<file path="src/rtl/fpga_robots_game_serial_rx.sv">
// Serial receiver for the robots game host link.
// Frame format: 8N1, LSB first. The line is sampled at 8x the baud rate.
//
// Ports:
//   clk            system clock
//   rst            synchronous active-high reset
//   baud8          single-cycle strobe at 8x baud
//   serial_rx      asynchronous serial line from the host, idles high
//   rx_data        last received byte, valid while rx_valid is high
//   rx_valid       byte available; held until rx_ack
//   rx_ack         consumer acknowledge; only honoured while rx_valid is high
//   rx_overrun     one-cycle pulse: a completed byte was dropped because the
//                  previous byte had not been acknowledged
//   rx_framing_err one-cycle pulse: the stop bit was sampled low
module fpga_robots_game_serial_rx (
  input  logic       clk,
  input  logic       rst,
  input  logic       baud8,
  input  logic       serial_rx,
  input  logic       rx_ack,
  output logic [7:0] rx_data,
  output logic       rx_valid,
  output logic       rx_overrun,
  output logic       rx_framing_err
);

  typedef enum logic [2:0] {
    StIdle,
    StStart,
    StData,
    StStop,
    StWaitHi
  } state_e;

  state_e     state_q, state_d;
  logic [2:0] cnt_q, cnt_d;
  logic [2:0] bit_q, bit_d;
  logic [7:0] shreg_q, shreg_d;
  logic       sync1_q;
  logic       rxs;
  logic       deliver;
  logic       frame_err;

  // Two-flop synchronizer; both flops reset to the idle (high) line level.
  always_ff @(posedge clk) begin
    if (rst) begin
      sync1_q <= 1'b1;
      rxs     <= 1'b1;
    end else begin
      sync1_q <= serial_rx;
      rxs     <= sync1_q;
    end
  end

  always_ff @(posedge clk) begin
    if (rst) begin
      state_q <= StIdle;
      cnt_q   <= 3'd0;
      bit_q   <= 3'd0;
      shreg_q <= 8'h00;
    end else begin
      state_q <= state_d;
      cnt_q   <= cnt_d;
      bit_q   <= bit_d;
      shreg_q <= shreg_d;
    end
  end

  always_comb begin
    state_d   = state_q;
    cnt_d     = cnt_q;
    bit_d     = bit_q;
    shreg_d   = shreg_q;
    deliver   = 1'b0;
    frame_err = 1'b0;
    if (baud8) begin
      case (state_q)
        StIdle: begin
          if (!rxs) begin
            state_d = StStart;
            cnt_d   = 3'd0;
          end
        end
        StStart: begin
          // Sample mid start bit; a high line here was only a glitch.
          if (cnt_q == 3'd3) begin
            if (rxs) begin
              state_d = StIdle;
            end else begin
              state_d = StData;
              cnt_d   = 3'd0;
              bit_d   = 3'd0;
            end
          end else begin
            cnt_d = cnt_q + 3'd1;
          end
        end
        StData: begin
          // Counter wraps 7->0, so each data bit is sampled 8 ticks apart.
          cnt_d = cnt_q + 3'd1;
          if (cnt_q == 3'd7) begin
            shreg_d = {rxs, shreg_q[7:1]};
            if (bit_q == 3'd7) begin
              state_d = StStop;
              cnt_d   = 3'd0;
            end else begin
              bit_d = bit_q + 3'd1;
            end
          end
        end
        StStop: begin
          cnt_d = cnt_q + 3'd1;
          if (cnt_q == 3'd7) begin
            cnt_d = 3'd0;
            if (rxs) begin
              deliver = 1'b1;
              state_d = StIdle;
            end else begin
              frame_err = 1'b1;
              state_d   = StWaitHi;
            end
          end
        end
        StWaitHi: begin
          // Wait out a stuck-low line before hunting for a new start bit.
          if (rxs) state_d = StIdle;
        end
        default: state_d = StIdle;
      endcase
    end
  end

  // Delivery / acknowledge handshake and the registered error pulses.
  always_ff @(posedge clk) begin
    if (rst) begin
      rx_data        <= 8'h00;
      rx_valid       <= 1'b0;
      rx_overrun     <= 1'b0;
      rx_framing_err <= 1'b0;
    end else begin
      rx_overrun     <= 1'b0;
      rx_framing_err <= frame_err;
      if (deliver) begin
        if (!rx_valid || rx_ack) begin
          rx_data  <= shreg_q;
          rx_valid <= 1'b1;
        end else begin
          rx_overrun <= 1'b1;
        end
      end else if (rx_valid && rx_ack) begin
        rx_valid <= 1'b0;
      end
    end
  end

endmodule

</file>
<file path="config.mk">
export PLATFORM = sky130hd
export DESIGN_NAME = fpga_robots_game_serial_rx
export DESIGN_NICKNAME = d
export VERILOG_FILES = /design/src/rtl/fpga_robots_game_serial_rx.sv
export SDC_FILE = /design/constraint.sdc
export NUM_CORES = 1
export LEC_CHECK = 0
export CAP_MARGIN = 20
export CORE_MARGIN = 5
export CORE_UTILIZATION = 37
export CTS_CLUSTER_SIZE = 25
export DETAILED_ROUTE_END_ITERATION = 7
export GPL_TIMING_DRIVEN = 0
export PLACE_DENSITY = 0.58
export SLEW_MARGIN = 20
export SYNTH_ARGS = -nofsm -noshare
export SYNTH_HDL_FRONTEND = slang
export SYNTH_SLANG_ARGS = --single-unit
</file>
<file path="constraint.sdc">
create_clock -name clk -period 2.22 [get_ports clk]
set_input_delay 0.333 -clock clk [delete_from_list [all_inputs] [get_ports clk]]
set_output_delay 0.333 -clock clk [all_outputs]
set_load 0.02 [all_outputs]
</file>
==> summary by stage <==
Critical path
Of all nets on the critical path, the largest fanout is 6. The critical path capture point type is a flop. For the worst setup path, the data required time is 2.42 ns. The most critical setup path has its startpoint at cnt_q[0]. The kind of launch point of the worst setup path is a flop. Traced cell by cell, the critical path runs through ha_1 -> ha_1 -> nor4bb_1 -> o21ai_1 -> o41ai_1. The setup path with the least slack is of type flop to flop.

The cell repeated most along the worst path is ha_1. Measured in cells, the most critical reg-to-reg path has a length of 5. The delay contributed by the slowest stage of the critical path is 0.38 ns. The setup slack of the most critical reg-to-reg path is 0.33 ns. The worst register-to-register path ends at bit_q[0]. The startpoint of the most critical register-to-register path is cnt_q[0].

The slowest stage of the critical path is the o41ai_1 cell. The critical path arrival is 2.09 ns.

STA
The setup TNS is 0 ns. The clock skew after layout is 0.0155 ns. The final count of hold timing violations is 0. Setup violations remaining at the end of the flow were counted as 0. The minimum period implied by the final worst setup slack is 1.89 ns. The final number of max-transition violations was 0. After layout, the worst path uses 85.0% of the clock period. Setup repair after global routing left no endpoint under its margin. The headroom to the max-slew limit is 65.8%. For this run, the top clock speed supported by timing is 530 MHz. At the pin with the least slew margin, the transition time is 0.513 ns.

Drt
The routed layout has 1037 vias. The wire length after detailed routing is 2.64 mm. For this run, the detailed router's first-pass iteration total came to 4. The post-detailed-route wirelength per cell is 12.8 µm. The count of routing violations after the opening detailed-route iteration is 49.

Using the TritonRoute via totals, the vias-per-cell ratio works out to 5.03. The remaining number of nets flagged by the antenna check after routing is 0. The DRC violations left is 0.

Placement
The congestion estimate from routability-driven global placement came to 0.844. The sum of net half-perimeters after detailed placement is 1.91 mm. In this run the tool buffered the top-level ports with 14 buffer cells. Counting tap cells, the placed design contains a total of 199 instances.

Global route
The number of antenna violations at the first check in global routing was 0. Global routing finished with a remaining overflow of 0. After global routing, the most crowded layer is met2. Global routing used 14.5% of the available met1 tracks. The fraction of met2 tracks used by global routing is 17.6%.

The fraction of met3 tracks used by global routing is 5.45%. Entering global routing, the biggest net connects 11 pins. The first-pass GRT wire length is 4.62 mm. The aggregate global-route resource usage is 11.8%. The via count of the first global-routing pass came to 1036.

Synthesis
The most used standard cell by instance count after synthesis is dfxtp_1. A synthesized cell averages 9.58 µm². The number of warning messages in the yosys log is 0.

The net count after synthesis is 150. By area the synthesized netlist is led by dfxtp_1, mux2i_1, nor2_1. By count the netlist is led by dfxtp_1, nor2_1, mux2i_1. The flip-flop cell with the highest count after synthesis is dfxtp_1. dfxtp_1 takes more of the synthesized area than any other cell.

The share of the synthesized area in the top cell type is 45.1%. For this run, the register share of the synthesized area comes to 45.1%. The netlist area before placement is 1330 µm².

Of all flip-flops after synthesis, the portion carrying an async set or reset was 0%. The flip-flop and latch count after synthesis is 30. After synthesis, the netlist uses 36 different library cells. In this run, synthesis inferred 0 flip-flops with an integrated enable. The cell count after synthesis came out at 139.

Pwr
Summed over all cells, the static leakage comes to 0.000600 µW. The worst ir drop on vdd is 316 µV. The net switching fraction of the power is 20.5%. The clock power share is 42.7%. The internal power of the cells totals 826 µW.

Of the total power, combinational logic draws 4.8%. The sequential group share of total power is 52.5%. The power per cell area is 645 nW/µm².

The total net switching power is 213 µW.

Worst hold path
The destination of the worst hold path is rx_overrun. The worst hold-check path type is input pin to flop. The startpoint of the worst hold path is baud8.

The worst hold path was traced through 3 stages.

Floorplanning
For this configuration, the core starts out at a cell density of 39.0%. Row generation in the floorplan step produced 21 rows. The total area inside the core boundary comes to 3420 µm². The vertical die dimension is 70.0 µm. Measured along the x axis, the die boundary spans 70.0 µm. The die covers 4900 µm². The number of placed I/O pins is 16.

Layout
The repair_antennas step left the layout with diodes totalling 0. The layout net count is 171. The utilization after layout is 47.1%. Relative to the synthesized area, the layout overhead comes to 21.0%. Cells with a size suffix above 1 make up 10.6% of the layout. Excluding fillers, the count of instances in the completed layout stands at 206.

The final-layout fill cell count is 356.

Clock network
The CTS tree is built. The largest buffer count on any clock path is 2. The clock transition time at the flip-flop clock pins of the worst setup and hold paths is 0.10 ns.

The post-cts resize count is 0. In this run, CTS created clock tree buffers numbering 5. Buffers added to address setup during post-CTS repair amount to 0. In this run the number of H-tree levels came out at 2. The source-to-sink clock delay at the later pin of the worst-skew pair is 0.33 ns. Buffers inserted to repair hold after CTS numbered 0. The root buffer cell is clkbuf_4. The clock drives 30 sinks.

Status
The flow ran to the end, and the final reports show no timing, DRC or antenna violations.

Run
The max-capacitance violation count is 0.
-- cells by family (layout without fill, tap and decap cells) --
kind of cell / count (synthesis) / in the layout / synth area share, %
and+or+nand+nor: 57 / 57 / 24.2
adders and majority gates: 6 / 6 / 5.64
muxes: 16 / 16 / 12.0
AOI/OAI and AO/OA: 21 / 21 / 9.49
buffers and inverters: 9 / 30 / 3.57
DFF: 30 / 30 / 45.1
-- critical path: cells and delay by family, from the launching register on --
family / cells / cell delay [ns]
compound gates: 2 / 0.57
fa+ha+maj: 2 / 0.49
flops: 1 / 0.37
simple gates: 1 / 0.34
-- per-layer routing --
layer	part of all wire [%]	wire length (µm)
met1	50	1320
met2	44	1160
met3	4.9	129
met4	1.4	37
met5	0	0
-- worst max-delay path by stage --
stage,end,slack [ns],depth (start not counted)
after detailed placement,shreg_q[5],0.24,4
final,bit_q[0],0.33,5
after CTS,bit_q[0],0.32,5
after floorplan,cnt_q[0],0.60,6
after global placement,shreg_q[6],0.28,4
after global routing,bit_q[0],0.16,5
-- flip-flops by register name (all words and copies together), names as in the netlist --
register,cells
rx_valid,1
cnt_q,3
sync1_q,1
shreg_q,8
rx_data,8
rxs,1
state_q,3
rx_framing_err,1
rx_overrun,1
bit_q,3
-- layout by cell type (no fill, tap or decap), types with 2 or more instances in the layout --
cell type	n
clkdlybuf4s50_1	14
o21ai_0	7
o21ai_1	2
inv_1	2
a21oi_1	5
nand3b_1	4
and2b_1	2
clkbuf_4	5
dfxtp_1	30
nand2_1	9
nand2b_1	5
or4_1	2
clkbuf_1	3
buf_2	2
mux2i_1	16
ha_1	6
nor2_1	22
or2_2	2
-- metrics by stage --
stage / setup slack [ns] / power (µW) / cell area, µm² / hold WS (ns)
2_1_floorplan: 0.599 / 591 / 1330 / 0.389
3_3_place_gp: 0.284 / 606 / 1530 / 0.392
3_5_place_dp: 0.241 / 608 / 1530 / 0.397
4_1_cts: 0.324 / 1050 / 1610 / 0.354
5_1_grt: 0.164 / 1080 / 1610 / 0.372
6_report: 0.333 / 1040 / 1610 / 0.366
-- cell type report --
type / count / area, µm² / share of cell area [%]
multi-input cells: 100 / 683 / 42.4
flip-flops and latches: 30 / 601 / 37.3
repair buffers: 14 / 140 / 8.70
well taps: 46 / 57.6 / 3.57
clock buffers: 6 / 51.3 / 3.19
plain buffers: 7 / 40.0 / 2.49
clock inverters: 1 / 30.0 / 1.86
inverters: 2 / 7.51 / 0.466
-- power groups by stage --
| stage | combinational (µW) | sequential, µW | clock, µW |
|---|---|---|---|
| after floorplan | 33.6 | 557 | 0 |
| after global placement | 48.2 | 558 | 0 |
| after detailed placement | 49.6 | 558 | 0 |
| after CTS | 49.7 | 545 | 452 |
| after global routing | 55.1 | 546 | 483 |
| final | 49.6 | 545 | 443 |
No activity file was read; power rests on OpenSTA's default activity.
